### config.mk
export PLATFORM = sky130hd
export DESIGN_NAME = alu_arbiter_flat
export DESIGN_NICKNAME = d
export VERILOG_FILES = /design/src/rtl/alu_arbiter_if.sv /design/src/rtl/alu_arbiter.sv /design/src/flat_wrapper.sv
export SDC_FILE = /design/constraint.sdc
export NUM_CORES = 1
export LEC_CHECK = 0
export CAP_MARGIN = 20
export CORE_ASPECT_RATIO = 1.1
export CORE_MARGIN = 2
export CORE_UTILIZATION = 35
export DETAILED_ROUTE_END_ITERATION = 6
export PLACE_DENSITY_LB_ADDON = 0.05
export SKIP_CTS_REPAIR_TIMING = 1
export SKIP_LAST_GASP = 1
export SYNTH_ARGS = -nofsm -noshare
export SYNTH_HDL_FRONTEND = slang
export SYNTH_SLANG_ARGS = --single-unit
### constraint.sdc
create_clock -name Clock -period 1.74 [get_ports Clock]
set_input_delay 0.174 -clock Clock [delete_from_list [all_inputs] [get_ports Clock]]
set_output_delay 0.174 -clock Clock [all_outputs]
set_load 0.005 [all_outputs]
### src/rtl/alu_arbiter_if.sv
// Request, ALU-control and response bundle shared by the arbiter and its environment.
// The slave modport is the arbiter's view. The master modport is the view of the requesters, the ALU and the consumer.
interface alu_arbiter_if;
  logic [1:0] ReqValid;
  logic [1:0] ReqReady;
  logic [1:0] ReqOp0;
  logic [1:0] ReqOp1;
  logic [7:0] ReqOperand0;
  logic [7:0] ReqOperand1;
  logic       ReqLast0;
  logic       ReqLast1;
  logic       AluWE;
  logic       AluSelSW;
  logic       AluSelImm;
  logic       AluUseMul;
  logic       AluUseACC;
  logic [7:0] AluImm;
  logic [7:0] AluRegData;
  logic [7:0] AluACC;
  logic       RespValid;
  logic       RespReady;
  logic [7:0] RespData;
  logic       RespTag;
  logic       RespTrunc;
  logic       Busy;

  modport slave (
    input  ReqValid, ReqOp0, ReqOp1, ReqOperand0, ReqOperand1, ReqLast0, ReqLast1,
    input  AluACC, RespReady,
    output ReqReady, AluWE, AluSelSW, AluSelImm, AluUseMul, AluUseACC, AluImm, AluRegData,
    output RespValid, RespData, RespTag, RespTrunc, Busy
  );

  modport master (
    output ReqValid, ReqOp0, ReqOp1, ReqOperand0, ReqOperand1, ReqLast0, ReqLast1,
    output AluACC, RespReady,
    input  ReqReady, AluWE, AluSelSW, AluSelImm, AluUseMul, AluUseACC, AluImm, AluRegData,
    input  RespValid, RespData, RespTag, RespTrunc, Busy
  );
endinterface

### src/rtl/alu_arbiter.sv
// Round-robin owner of the shared accumulator ALU, granted per multi-op transaction. ALU controls are driven in the accept cycle.
// Response follows 1 cycle after the final op and is held until RespReady. The non-owner is stalled with ReqReady low.
module alu_arbiter #(
  parameter int MAX_OPS = 8
) (
  input logic        Clock,
  input logic        nReset,
  alu_arbiter_if.slave bus
);

  typedef enum logic [1:0] {
    IDLE = 2'd0,
    BUSY = 2'd1,
    RESP = 2'd2
  } state_t;

  localparam logic [7:0] MAX_CNT = 8'(MAX_OPS);

  localparam logic [1:0] OP_LOAD = 2'b00;
  localparam logic [1:0] OP_ADD  = 2'b01;
  localparam logic [1:0] OP_MULI = 2'b10;
  localparam logic [1:0] OP_LSW  = 2'b11;

  state_t     state_q, state_d;
  logic       owner_q, owner_d;
  logic       last_gnt_q, last_gnt_d;
  logic       trunc_q, trunc_d;
  logic [7:0] cnt_q, cnt_d;

  logic       own_vld;
  logic       own_last;
  logic [1:0] own_op;
  logic [7:0] own_operand;
  logic       winner;
  logic       accept;

  logic [1:0] ready_c;
  logic       we_c, sel_sw_c, use_mul_c, use_acc_c;
  logic [7:0] imm_c, reg_c;
  logic       resp_vld_c, resp_tag_c, resp_trunc_c, busy_c;
  logic [7:0] resp_dat_c;

  // Only the owner's request lines are ever selected, so the non-owner cannot reach the ALU.
  always_comb begin
    own_vld     = owner_q ? bus.ReqValid[1] : bus.ReqValid[0];
    own_last    = owner_q ? bus.ReqLast1    : bus.ReqLast0;
    own_op      = owner_q ? bus.ReqOp1      : bus.ReqOp0;
    own_operand = owner_q ? bus.ReqOperand1 : bus.ReqOperand0;
    winner      = (bus.ReqValid == 2'b11) ? ~last_gnt_q : bus.ReqValid[1];
    accept      = (state_q == BUSY) && own_vld;
  end

  always_comb begin
    state_d    = state_q;
    owner_d    = owner_q;
    last_gnt_d = last_gnt_q;
    trunc_d    = trunc_q;
    cnt_d      = cnt_q;

    case (state_q)
      IDLE: begin
        if (|bus.ReqValid) begin
          owner_d    = winner;
          last_gnt_d = winner;
          trunc_d    = 1'b0;
          state_d    = BUSY;
        end
      end
      BUSY: begin
        if (accept) begin
          cnt_d = cnt_q + 8'd1;
          if (own_last || (cnt_d == MAX_CNT)) begin
            state_d = RESP;
            trunc_d = !own_last && (cnt_d == MAX_CNT);
          end
        end
      end
      RESP: begin
        if (bus.RespReady) begin
          cnt_d   = 8'd0;
          state_d = IDLE;
        end
      end
      default: state_d = IDLE;
    endcase
  end

  always_comb begin
    ready_c      = 2'b00;
    we_c         = 1'b0;
    sel_sw_c     = 1'b0;
    use_mul_c    = 1'b0;
    use_acc_c    = 1'b0;
    imm_c        = 8'd0;
    reg_c        = 8'd0;
    resp_vld_c   = 1'b0;
    resp_tag_c   = 1'b0;
    resp_trunc_c = 1'b0;
    resp_dat_c   = 8'd0;
    busy_c       = (state_q != IDLE);

    if (state_q == BUSY) begin
      ready_c = owner_q ? 2'b10 : 2'b01;
    end

    if (accept) begin
      we_c = 1'b1;
      case (own_op)
        OP_LOAD: reg_c = own_operand;
        OP_ADD: begin
          use_acc_c = 1'b1;
          reg_c     = own_operand;
        end
        OP_MULI: begin
          use_acc_c = 1'b1;
          use_mul_c = 1'b1;
          imm_c     = own_operand;
        end
        OP_LSW:  sel_sw_c = 1'b1;
        default: we_c = 1'b0;
      endcase
    end

    // ACC was written by the edge that closed the final op, and WE stays low here, so AluACC is stable.
    if (state_q == RESP) begin
      resp_vld_c   = 1'b1;
      resp_dat_c   = bus.AluACC;
      resp_tag_c   = owner_q;
      resp_trunc_c = trunc_q;
    end

    if (!nReset) begin
      ready_c      = 2'b00;
      we_c         = 1'b0;
      sel_sw_c     = 1'b0;
      use_mul_c    = 1'b0;
      use_acc_c    = 1'b0;
      imm_c        = 8'd0;
      reg_c        = 8'd0;
      resp_vld_c   = 1'b0;
      resp_tag_c   = 1'b0;
      resp_trunc_c = 1'b0;
      resp_dat_c   = 8'd0;
      busy_c       = 1'b0;
    end
  end

  assign bus.ReqReady   = ready_c;
  assign bus.AluWE      = we_c;
  assign bus.AluSelSW   = sel_sw_c;
  assign bus.AluSelImm  = 1'b0;
  assign bus.AluUseMul  = use_mul_c;
  assign bus.AluUseACC  = use_acc_c;
  assign bus.AluImm     = imm_c;
  assign bus.AluRegData = reg_c;
  assign bus.RespValid  = resp_vld_c;
  assign bus.RespData   = resp_dat_c;
  assign bus.RespTag    = resp_tag_c;
  assign bus.RespTrunc  = resp_trunc_c;
  assign bus.Busy       = busy_c;

  always_ff @(posedge Clock) begin
    if (!nReset) begin
      state_q    <= IDLE;
      owner_q    <= 1'b0;
      last_gnt_q <= 1'b1;
      trunc_q    <= 1'b0;
      cnt_q      <= 8'd0;
    end else begin
      state_q    <= state_d;
      owner_q    <= owner_d;
      last_gnt_q <= last_gnt_d;
      trunc_q    <= trunc_d;
      cnt_q      <= cnt_d;
    end
  end

endmodule

### src/flat_wrapper.sv
// flat-port wrapper written by rule: the top's interface ports become plain ports
module alu_arbiter_flat 
#(
  parameter int MAX_OPS = 8
)
  (Clock, nReset, bus_ReqValid, bus_ReqOp0, bus_ReqOp1, bus_ReqOperand0, bus_ReqOperand1, bus_ReqLast0, bus_ReqLast1, bus_AluACC, bus_RespReady, bus_ReqReady, bus_AluWE, bus_AluSelSW, bus_AluSelImm, bus_AluUseMul, bus_AluUseACC, bus_AluImm, bus_AluRegData, bus_RespValid, bus_RespData, bus_RespTag, bus_RespTrunc, bus_Busy);
  alu_arbiter_if bus_i ();
  input logic Clock;
  input logic nReset;
  input wire logic [$bits(bus_i.ReqValid)-1:0] bus_ReqValid;
  input wire logic [$bits(bus_i.ReqOp0)-1:0] bus_ReqOp0;
  input wire logic [$bits(bus_i.ReqOp1)-1:0] bus_ReqOp1;
  input wire logic [$bits(bus_i.ReqOperand0)-1:0] bus_ReqOperand0;
  input wire logic [$bits(bus_i.ReqOperand1)-1:0] bus_ReqOperand1;
  input wire logic [$bits(bus_i.ReqLast0)-1:0] bus_ReqLast0;
  input wire logic [$bits(bus_i.ReqLast1)-1:0] bus_ReqLast1;
  input wire logic [$bits(bus_i.AluACC)-1:0] bus_AluACC;
  input wire logic [$bits(bus_i.RespReady)-1:0] bus_RespReady;
  output wire logic [$bits(bus_i.ReqReady)-1:0] bus_ReqReady;
  output wire logic [$bits(bus_i.AluWE)-1:0] bus_AluWE;
  output wire logic [$bits(bus_i.AluSelSW)-1:0] bus_AluSelSW;
  output wire logic [$bits(bus_i.AluSelImm)-1:0] bus_AluSelImm;
  output wire logic [$bits(bus_i.AluUseMul)-1:0] bus_AluUseMul;
  output wire logic [$bits(bus_i.AluUseACC)-1:0] bus_AluUseACC;
  output wire logic [$bits(bus_i.AluImm)-1:0] bus_AluImm;
  output wire logic [$bits(bus_i.AluRegData)-1:0] bus_AluRegData;
  output wire logic [$bits(bus_i.RespValid)-1:0] bus_RespValid;
  output wire logic [$bits(bus_i.RespData)-1:0] bus_RespData;
  output wire logic [$bits(bus_i.RespTag)-1:0] bus_RespTag;
  output wire logic [$bits(bus_i.RespTrunc)-1:0] bus_RespTrunc;
  output wire logic [$bits(bus_i.Busy)-1:0] bus_Busy;
  assign bus_i.ReqValid = bus_ReqValid;
  assign bus_i.ReqOp0 = bus_ReqOp0;
  assign bus_i.ReqOp1 = bus_ReqOp1;
  assign bus_i.ReqOperand0 = bus_ReqOperand0;
  assign bus_i.ReqOperand1 = bus_ReqOperand1;
  assign bus_i.ReqLast0 = bus_ReqLast0;
  assign bus_i.ReqLast1 = bus_ReqLast1;
  assign bus_i.AluACC = bus_AluACC;
  assign bus_i.RespReady = bus_RespReady;
  assign bus_ReqReady = bus_i.ReqReady;
  assign bus_AluWE = bus_i.AluWE;
  assign bus_AluSelSW = bus_i.AluSelSW;
  assign bus_AluSelImm = bus_i.AluSelImm;
  assign bus_AluUseMul = bus_i.AluUseMul;
  assign bus_AluUseACC = bus_i.AluUseACC;
  assign bus_AluImm = bus_i.AluImm;
  assign bus_AluRegData = bus_i.AluRegData;
  assign bus_RespValid = bus_i.RespValid;
  assign bus_RespData = bus_i.RespData;
  assign bus_RespTag = bus_i.RespTag;
  assign bus_RespTrunc = bus_i.RespTrunc;
  assign bus_Busy = bus_i.Busy;
  alu_arbiter #(.MAX_OPS(MAX_OPS)) u_core (.Clock(Clock), .nReset(nReset), .bus(bus_i));
endmodule
==> results of run 1 <==
-- power groups by stage --
| stage | Combinational (mW) | Clock, mW | Sequential, mW |
|---|---|---|---|
| 6_report | 0.492 | 0.187 | 0.328 |
| 5_1_grt | 0.529 | 0.207 | 0.329 |
| 4_1_cts | 0.370 | 0.190 | 0.325 |
| 3_5_place_dp | 0.368 | 0 | 0.331 |
| 3_3_place_gp | 0.359 | 0 | 0.330 |
| 2_1_floorplan | 0.178 | 0 | 0.326 |
-- worst max path at each step --
stage	start	endpoint	slack, ns
floorplan	u_core.owner_q$_SDFFE_PN0P_	bus_AluImm[7]	0.1
global placement	bus_ReqValid[0]	bus_AluRegData[6]	-0.42
detailed placement	bus_ReqValid[0]	bus_AluRegData[6]	-0.47
CTS	u_core.owner_q$_SDFFE_PN0P_	bus_AluRegData[6]	-0.70
global route	u_core.owner_q$_SDFFE_PN0P_	bus_AluRegData[6]	-0.24
finish	u_core.owner_q$_SDFFE_PN0P_	bus_AluRegData[6]	-0.19
-- cells in the mapped netlist, types with 2 or more instances --
master and number:
or3_1 3, mux2i_1 9, a21oi_1 11, nor2_1 29, o21ai_0 8, clkbuf_1 8, nand2_1 8, xor2_1 2
nand3b_1 3, inv_1 5, nand3_1 7, ha_1 4, and3_1 12, dfxtp_1 13, mux2_2 2, nor3b_1 4
buf_6 2, nor3_1 5
-- metrics by stage --
step                setup WS, ns   util
detailed placement        -0.466  0.642
global placement          -0.421  0.642
finish                    -0.186  0.747
global route              -0.243  0.747
floorplan                 0.0969      -
CTS                       -0.700  0.651
-- final cells by class --
cell class	instances	area [µm²]
fillers	232	777
well taps	34	42.5
multi-input cells	128	933
flip-flops and latches	13	267
inverters	5	21.3
clock buffers	4	26.3
repair buffers	109	1010
-- registers in the layout (all words and copies together) (netlist names) --
signal and flops:
u_core.cnt_q 8, u_core.last_gnt_q 1, u_core.owner_q 1, u_core.state_q 2, u_core.trunc_q 1
-- tightest hold or removal path: cells and delay by family (launching register included) --
kind,cells,cell delay (ns)
compound gates,1,0.05
flops,1,0.33
simple gates,1,0.05
-- routing by layer --
metal | GRT usage | vias up
met3 | 0.0648 | 8
met2 | 0.358 | 73
met5 | 0 | -
li1 | - | 758
met4 | 0.113 | 0
met1 | 0.274 | 739
-- cell families after synthesis --
group | count (synthesis) | share of synthesized area
fa+ha+maj | 4 | 0.0441
mux | 12 | 0.112
other cells | 1 | 0.00330
flops | 13 | 0.229
xor+xnor | 3 | 0.0231
buf+inv | 17 | 0.0738
simple gates | 78 | 0.350
compound gates | 29 | 0.164
==> reports/results.ini, run 1 <==
[power_and_ir_drop]
sequentialPowerShare = 0.326
power.density_nw_per_um2 = 438
p_clk_frac = 0.186
irDropWorstVdd_uv = 438
internal_power_mw = 0.684
switching_share = 0.321
switchingPower_mw = 0.323
p_total_mw = 1.01
combPwrFrac = 0.489
p_leak_nw = 1.33

[global_routing]
grt_pass1_wl_mm = 6.62
grt_usage = 0.226
grt_max_degree = 20
grt.overflow.total = 0
grt_pass1_vias = 1571
antenna_found_initial = 0

[route]
ant_nets = 0
drt_iter0_drc = 104
drc = 0
first_pass_iters = 4
top_layer = met4
vias = 1578
drt-total-wl_mm = 4.49
wire_per_inst_um = 15.3
wl_met2_mm = 2.26
met3_length_um = 312
avgViaCountPerCell = 5.39
wl_met1_mm = 1.86

[run_status]
violations = negative setup slack
outcome = complete, but fails checks

[synth]
synth_top_cell_area_share = 0.229
yosys_warnings = 0
synthDistinctLibCells = 40
synth.yosys.seq_area_share = 0.229
synth_area_leaders = dfxtp_1 23%, nor2_1 9.6%, mux2i_1 7.9%
synth_cells = 157
async_flop_share = 0
synth_seq_cells = 13
synth_edf_count = 0
syn_nets = 196
syn_area_per_cell_um2 = 7.24
synth_top_area_cell = dfxtp_1
ys.flop_type = dfxtp_1
synth_area_um2 = 1140

[timing]
max_freq_mhz = 519
fin_crit_ns = 1.93
rsz0062_at_grt = yes
final_hold_viol_count = 0
finalClockSkew_ns = 0.00277
layout_setup_ws_ns = -0.186
tns_ns = -1.88
final_max_slew_viol_count = 0
setup_violations = 21
hold_slack_ns = 0.467
period_share = 1.11

[cells_and_area]
drive_gt1_frac = 0.375
layout_commonest_cell = clkdlybuf4s50_1
nets = 299
area_growth_pct = 102
fin_cells = 293
fin_area_um2 = 2300
diodes = 0
final_cell_mix = 34 x clkdlybuf4s50_1, 30 x buf_4, 20 x nor2_1, 18 x dlymetal6s2s_1, 13 x clkbuf_2

[critical_path]
slowest_stage = or3_4
cp.depth = 6
critPathKind = flip-flop to output pin
max_stage_delay_ns = 0.42
critPathLaunchType = flip-flop
cp.arrival_ns = 1.75
worst-path-max-fanout = 5
reg2reg_slack_ns = -0.03
cp_top_family = simple AND/OR/NAND/NOR gates
reg2reg_to = u_core.cnt_q[2]$_SDFFE_PN0P_
end_kind = output pin
path_cells = mux2_4 -> nand3b_2 -> or3_4 -> buf_6 -> nor2_2 -> dlymetal6s2s_1
reg2regPathDepth = 8
required_ns = 1.57
path_buf_inv = 2
r2r-start = u_core.owner_q$_SDFFE_PN0P_

[floorplanning]
core-area_um2 = 3070
io_pins = 70
die-height_um = 63.8
initial_core_util = 0.370
num_rows = 21
die_w_um = 58.3
die-area_um2 = 3720

[place]
gp_congestion = 0.843
io_buffers = 68
dp_hpwl_mm = 3.19
dpl.cell_count = 271
dpl_cell_area_um2 = 1970

[clock_network]
htree_levels = 1
clk_path_buf_depth = 2
cts_buffers = 3
clk_pin_slew_ns = 0.08
root_buffer = clkbuf_4
clock_latency_ns = 0.27
cts_tree = done
cts_sinks = 13

[min_path]
whs_path_depth = 2
min_from = u_core.trunc_q$_SDFFE_PN0P_
min_path_type = flip-flop to flip-flop
hold_end = u_core.trunc_q$_SDFFE_PN0P_

[job]
drv_cap = 0

Power figures use the tool's default switching activity.
==> inputs of run 2 (changes only) <==
- SLEW_MARGIN: default -> 10
==> results of run 2 <==
The final DEF is identical to that of run 1; final timing and power are the same.
==> inputs of run 3 (changes only) <==
- CAP_MARGIN: 20 -> default
- HOLD_SLACK_MARGIN: default -> 0.03
==> results of run 3 <==
The final DEF is identical to that of run 1; final timing and power are the same.
